[src/rtl/branch_resolve_ctrl_if.sv]
// EX-stage branch handoff: one branch per valid/ready handshake into the resolver.
interface branch_resolve_ctrl_if;
  logic        br_valid;
  logic        br_ready;
  logic [31:0] br_pc;
  logic [31:0] br_imm;
  logic [31:0] br_rs1;
  logic [31:0] br_rs2;
  logic [2:0]  br_funct3;
  logic        br_pred_taken;

  modport master (
    output br_valid, br_pc, br_imm, br_rs1, br_rs2, br_funct3, br_pred_taken,
    input  br_ready
  );

  modport slave (
    input  br_valid, br_pc, br_imm, br_rs1, br_rs2, br_funct3, br_pred_taken,
    output br_ready
  );
endinterface

[src/rtl/branch_resolve_ctrl.sv]
// Resolves one RV32I conditional branch at a time, trains a 2-bit BHT for IF
// predictions, and redirects/flushes the front end on a misprediction.
module branch_resolve_ctrl #(
  parameter int BHT_IDX_W    = 6,
  parameter int FLUSH_CYCLES = 2
) (
  input  logic                        clk,
  input  logic                        rst_n,
  branch_resolve_ctrl_if.slave        br,
  input  logic [31:0]                 if_pc,
  output logic                        if_pred_taken,
  output logic                        redirect_valid,
  output logic [31:0]                 redirect_pc,
  output logic                        flush,
  output logic                        illegal_br,
  output logic [15:0]                 branch_cnt,
  output logic [15:0]                 mispredict_cnt
);

  typedef enum logic [1:0] {IDLE, EVAL, FLUSH} state_t;

  localparam int         BHT_N      = 1 << BHT_IDX_W;
  localparam logic [3:0] FLUSH_LAST = 4'(FLUSH_CYCLES - 1);

  state_t      state;
  logic        ready_q;
  logic [3:0]  flush_cnt;
  logic [31:0] pc_q, imm_q, rs1_q, rs2_q;
  logic [2:0]  funct3_q;
  logic        pred_q;

  logic [1:0]  bht [BHT_N];

  logic                 taken;
  logic                 legal;
  logic                 mispredict;
  logic [31:0]          target;
  logic [31:0]          fallthrough;
  logic [BHT_IDX_W-1:0] upd_idx;
  logic                 unused_if_pc_bits;

  // Condition is evaluated on the captured operands; illegal funct3 resolves not-taken.
  always_comb begin
    taken = 1'b0;
    legal = 1'b1;
    case (funct3_q)
      3'b000:  taken = (rs1_q == rs2_q);
      3'b001:  taken = (rs1_q != rs2_q);
      3'b100:  taken = ($signed(rs1_q) <  $signed(rs2_q));
      3'b101:  taken = ($signed(rs1_q) >= $signed(rs2_q));
      3'b110:  taken = (rs1_q <  rs2_q);
      3'b111:  taken = (rs1_q >= rs2_q);
      default: legal = 1'b0;
    endcase
  end

  assign mispredict  = (taken != pred_q);
  assign target      = pc_q + imm_q;
  assign fallthrough = pc_q + 32'd4;
  assign upd_idx     = pc_q[BHT_IDX_W+1:2];

  assign if_pred_taken     = bht[if_pc[BHT_IDX_W+1:2]][1];
  assign unused_if_pc_bits = ^{if_pc[31:BHT_IDX_W+2], if_pc[1:0]};

  assign br.br_ready = ready_q;

  always_ff @(posedge clk or negedge rst_n) begin
    if (!rst_n) begin
      for (int i = 0; i < BHT_N; i++) bht[i] <= 2'b01;
    end else if (state == EVAL && legal) begin
      if (taken && bht[upd_idx] != 2'b11)
        bht[upd_idx] <= bht[upd_idx] + 2'd1;
      else if (!taken && bht[upd_idx] != 2'b00)
        bht[upd_idx] <= bht[upd_idx] - 2'd1;
    end
  end

  // flush_cnt counts the remaining FLUSH cycles after the current one.
  always_ff @(posedge clk or negedge rst_n) begin
    if (!rst_n) begin
      state          <= IDLE;
      ready_q        <= 1'b1;
      redirect_valid <= 1'b0;
      redirect_pc    <= '0;
      flush          <= 1'b0;
      illegal_br     <= 1'b0;
      branch_cnt     <= '0;
      mispredict_cnt <= '0;
      flush_cnt      <= '0;
      pc_q           <= '0;
      imm_q          <= '0;
      rs1_q          <= '0;
      rs2_q          <= '0;
      funct3_q       <= '0;
      pred_q         <= 1'b0;
    end else begin
      redirect_valid <= 1'b0;
      illegal_br     <= 1'b0;
      case (state)
        IDLE: begin
          if (br.br_valid) begin
            pc_q     <= br.br_pc;
            imm_q    <= br.br_imm;
            rs1_q    <= br.br_rs1;
            rs2_q    <= br.br_rs2;
            funct3_q <= br.br_funct3;
            pred_q   <= br.br_pred_taken;
            ready_q  <= 1'b0;
            state    <= EVAL;
          end
        end
        EVAL: begin
          illegal_br <= !legal;
          if (legal) begin
            if (branch_cnt != 16'hFFFF) branch_cnt <= branch_cnt + 16'd1;
            if (mispredict && mispredict_cnt != 16'hFFFF)
              mispredict_cnt <= mispredict_cnt + 16'd1;
          end
          if (mispredict) begin
            redirect_pc    <= taken ? target : fallthrough;
            redirect_valid <= 1'b1;
            flush          <= 1'b1;
            flush_cnt      <= FLUSH_LAST;
            state          <= FLUSH;
          end else begin
            ready_q <= 1'b1;
            state   <= IDLE;
          end
        end
        FLUSH: begin
          if (flush_cnt == 4'd0) begin
            flush   <= 1'b0;
            ready_q <= 1'b1;
            state   <= IDLE;
          end else begin
            flush_cnt <= flush_cnt - 4'd1;
          end
        end
        default: state <= IDLE;
      endcase
    end
  end

endmodule

[src/flat_wrapper.sv]
// flat-port wrapper written by rule: the top's interface ports become plain ports
module branch_resolve_ctrl_flat 
#(
  parameter int BHT_IDX_W    = 6,
  parameter int FLUSH_CYCLES = 2
)
  (clk, rst_n, if_pc, if_pred_taken, redirect_valid, redirect_pc, flush, illegal_br, branch_cnt, mispredict_cnt, br_br_valid, br_br_pc, br_br_imm, br_br_rs1, br_br_rs2, br_br_funct3, br_br_pred_taken, br_br_ready);
  branch_resolve_ctrl_if br_i ();
  input  logic clk;
  input  logic rst_n;
  input  logic [31:0] if_pc;
  output logic if_pred_taken;
  output logic redirect_valid;
  output logic [31:0] redirect_pc;
  output logic flush;
  output logic illegal_br;
  output logic [15:0] branch_cnt;
  output logic [15:0] mispredict_cnt;
  input wire logic [$bits(br_i.br_valid)-1:0] br_br_valid;
  input wire logic [$bits(br_i.br_pc)-1:0] br_br_pc;
  input wire logic [$bits(br_i.br_imm)-1:0] br_br_imm;
  input wire logic [$bits(br_i.br_rs1)-1:0] br_br_rs1;
  input wire logic [$bits(br_i.br_rs2)-1:0] br_br_rs2;
  input wire logic [$bits(br_i.br_funct3)-1:0] br_br_funct3;
  input wire logic [$bits(br_i.br_pred_taken)-1:0] br_br_pred_taken;
  output wire logic [$bits(br_i.br_ready)-1:0] br_br_ready;
  assign br_i.br_valid = br_br_valid;
  assign br_i.br_pc = br_br_pc;
  assign br_i.br_imm = br_br_imm;
  assign br_i.br_rs1 = br_br_rs1;
  assign br_i.br_rs2 = br_br_rs2;
  assign br_i.br_funct3 = br_br_funct3;
  assign br_i.br_pred_taken = br_br_pred_taken;
  assign br_br_ready = br_i.br_ready;
  branch_resolve_ctrl #(.BHT_IDX_W(BHT_IDX_W), .FLUSH_CYCLES(FLUSH_CYCLES)) u_core (.clk(clk), .rst_n(rst_n), .br(br_i), .if_pc(if_pc), .if_pred_taken(if_pred_taken), .redirect_valid(redirect_valid), .redirect_pc(redirect_pc), .flush(flush), .illegal_br(illegal_br), .branch_cnt(branch_cnt), .mispredict_cnt(mispredict_cnt));
endmodule
[config.mk]
export PLATFORM = sky130hd
export DESIGN_NAME = branch_resolve_ctrl_flat
export DESIGN_NICKNAME = d
export VERILOG_FILES = /design/src/rtl/branch_resolve_ctrl_if.sv /design/src/rtl/branch_resolve_ctrl.sv /design/src/flat_wrapper.sv
export SDC_FILE = /design/constraint.sdc
export NUM_CORES = 1
export LEC_CHECK = 0
export CAP_MARGIN = 20
export CORE_AREA = 2 2 177 179
export DETAILED_ROUTE_END_ITERATION = 8
export DIE_AREA = 0 0 179 181
export GPL_ROUTABILITY_DRIVEN = 0
export PLACE_DENSITY = 0.94
export RECOVER_POWER = 100
export SLEW_MARGIN = 20
export SYNTH_ARGS = -nofsm -noshare
export SYNTH_HDL_FRONTEND = slang
export SYNTH_SLANG_ARGS = --single-unit
[constraint.sdc]
create_clock -name clk -period 7.8 [get_ports clk]
set_clock_uncertainty 0.05 [all_clocks]
set_input_delay 1.17 -clock clk [delete_from_list [all_inputs] [get_ports clk]]
set_output_delay 1.17 -clock clk [all_outputs]
set_load 0.1 [all_outputs]
==> impl_metrics.toml <==
[status]
run_status = "complete, but fails checks"
violations = "max-capacitance violations, max-slew violations"

[critical_path]
start_kind = "register"
r2r_slack_ns = 1.50
r2r.worst_path.cells = 8
required_ns = 8.12
worstSetupPathType = "register to register"
endpoint = "u_core.mispredict_cnt[11]"
crit_top_cell = "inv_1"
reg2reg_from = "u_core.state[1]"
cp_data_arrival_time_ns = 6.62
crit_fanout = 66
slowest_stage = "clkbuf_1"
critical_path.max_stage_delay_ns = 2.44
worstPathCellList = "inv_1 -> ha_1 -> inv_1 -> a21oi_4 -> clkbuf_1 -> nand2_1 -> nor4_1 -> xor2_1"
cp-end-kind = "register"
timing.rr.end = "u_core.mispredict_cnt[11]"
critPathLaunch = "u_core.state[1]"

[finish]
multi_input_area_mm2 = 0.00919
seq_area_mm2 = 0.00844
areaGrowthSynthToFinish_pct = 19.6
fillers = 1896
drive_gt1_share_pct = 24.4
fin_nets = 2013

[sta]
worstMarginPinSlew_ns = 5.27
period_share_pct = 80.7
max_freq_ghz = 0.159
finalHoldViolCount = 0
maxSlewViolCount = 302
tns_ns = 0
max-slew-margin-rel_pct = -251
rsz0062_at_grt = "false"
fin_crit_ns = 6.30
holdWs_ns = 0.434
setup_viol = 0
worst_slack_ns = 1.50

[grt]
grt_pass1_vias = 15500
grt_pass1_wl_mm = 80.6
grt_max_degree = 161
grt_antenna_before_repair = 3
grt_overflow_total = 0
track_usage_pct = 31.2

[clock_network]
numCtsBuffers = 38
ctsHoldBuffers = 0
postCtsSetupRepairBufs = 0
clk_latency_ns = 0.53
clkTransAtPathRegs_ns = 0.06
cts_max_level = 2
clock_path_buffers = 3
cts_tree = "built"
cts.sinks = 334
cts-resized-gates = 0
cts-root-buf = "clkbuf_16"

[flow_run]
cap_violations = 4

[route]
dr_total_vias = 14800
drc_errors = 0
routed_wl_mm = 51.0
ant_nets = 0
wl_per_cell_um = 23.2
dr.pass1.iters = 8
viasPerCell = 6.73
drt_iter0_markers = 1805

[synth]
ys_seq_area_share_pct = 46.2
yosysWarnings = 0
avgSynthCellArea_um2 = 11.4
syn_nets = 1843
synth_top_cell_by_area = "dfrtp_1"
async_flop_share_pct = 100
synth_top_area_share_pct = 36.9
synth-main-ff-cell = "dfrtp_1"
syn_inst = 1601
synth_seq_cells = 334
synth_area_leaders = "dfrtp_1, mux2_2, dfstp_2"
syn_area_mm2 = 0.0183
synth_cell_type_count = 75
synthTopCellsByCount = "dfrtp_1, mux2_2, nand4_1"
synth-edff-count = 0
synth_most_common_cell = "dfrtp_1"

[die]
initial_core_util_pct = 60.2
dieArea_mm2 = 0.0324
coreArea_mm2 = 0.0303
rows = 64
die_w_um = 179
fp.dieH_um = 181
io_pins = 236

[placement]
pre_cts_slack_ns = 1.55
dp.final_hpwl_mm = 32.2
io_buffer_count = 209

[hold_path]
hp-class = "register to register"
## through the flow
| step | instances | instance area [um2] | utilization (%) |
|---|---|---|---|
| 5_1_grt | 2198 | 21800 | 72.0 |
| 4_1_cts | 2197 | 21900 | 72.0 |
| 6_report | 2200 | 21800 | 72.0 |
| 2_1_floorplan | 1601 | 18300 | - |
| 3_5_place_dp | 2127 | 20600 | 67.9 |
| 3_3_place_gp | 2127 | 20600 | 67.9 |
## critical path: cells and delay by family, from the launching register on
family | cells | cell delay (ns)
AOI/OAI and AO/OA | 1 | 0.22
xor gates and xnor gates | 1 | 0.16
adders and majority gates | 1 | 0.52
buffers and inverters | 3 | 3.00
DFF | 1 | 0.42
and+or+nand+nor | 2 | 1.76
## cells in the final DEF (no fill, tap or decap), types with 15 or more instances in the layout
cell type / n
dfrtp_1: 269
nand4_1: 94
xor2_1: 32
nor3_1: 15
mux2_1: 21
clkdlybuf4s50_1: 137
a22oi_1: 32
xnor2_1: 44
nor2_1: 54
a21oi_1: 59
nand2_1: 91
o21ai_0: 50
clkbuf_16: 39
a21o_1: 26
o22ai_1: 32
inv_1: 60
dfstp_2: 65
mux2_2: 262
ha_1: 74
nand3_1: 39
mux4_2: 21
dlygate4sd3_1: 70
## layout make-up
cell class              count  area share (%)
diodes                      3          0.0344
clock buffers              57            5.05
clock inverters            13           0.762
inverters                  61            1.05
multi-input cells        1111            42.1
flip-flops and latches    334            38.6
well taps                 396            2.27
repair buffers            225            10.1
## how the worst min path moves through the flow
| stage | end | startpoint | depth (start not counted) |
|---|---|---|---|
| 2_1_floorplan | u_core.rs1_q[0] | u_core.rs1_q[0] | 1 |
| 3_3_place_gp | u_core.mispredict_cnt[9] | u_core.mispredict_cnt[9] | 1 |
| 3_5_place_dp | u_core.mispredict_cnt[5] | u_core.mispredict_cnt[5] | 1 |
| 4_1_cts | u_core.mispredict_cnt[5] | u_core.mispredict_cnt[5] | 1 |
| 5_1_grt | u_core.rs2_q[19] | u_core.rs2_q[19] | 1 |
| 6_report | u_core.mispredict_cnt[5] | u_core.mispredict_cnt[5] | 1 |
## cell families (layout without fill, tap and decap cells)
family | after synthesis | in the layout | synth area share [%]
simple gates | 371 | 371 | 10.8
flops | 334 | 334 | 46.2
mux | 308 | 308 | 20.3
compound gates | 279 | 279 | 10.0
buf+inv | 156 | 356 | 3.56
xor+xnor | 78 | 78 | 3.82
fa+ha+maj | 75 | 75 | 5.18
other cells | 0 | 3 | 0
## per-layer routing
metal	wire length, um	part of all wire [%]	vias up	track usage, %
met3	5070	9.9	263	6.86
met1	18200	36	7249	38.0
met4	2720	5.3	4	16.0
met5	27	0.053	-	0
li1	-	-	6303	-
met2	24900	49	993	51.8
Power is left out: the tool's default activity adds up to more than one toggle a clock period on the data nets, which glitch-free logic cannot reach.
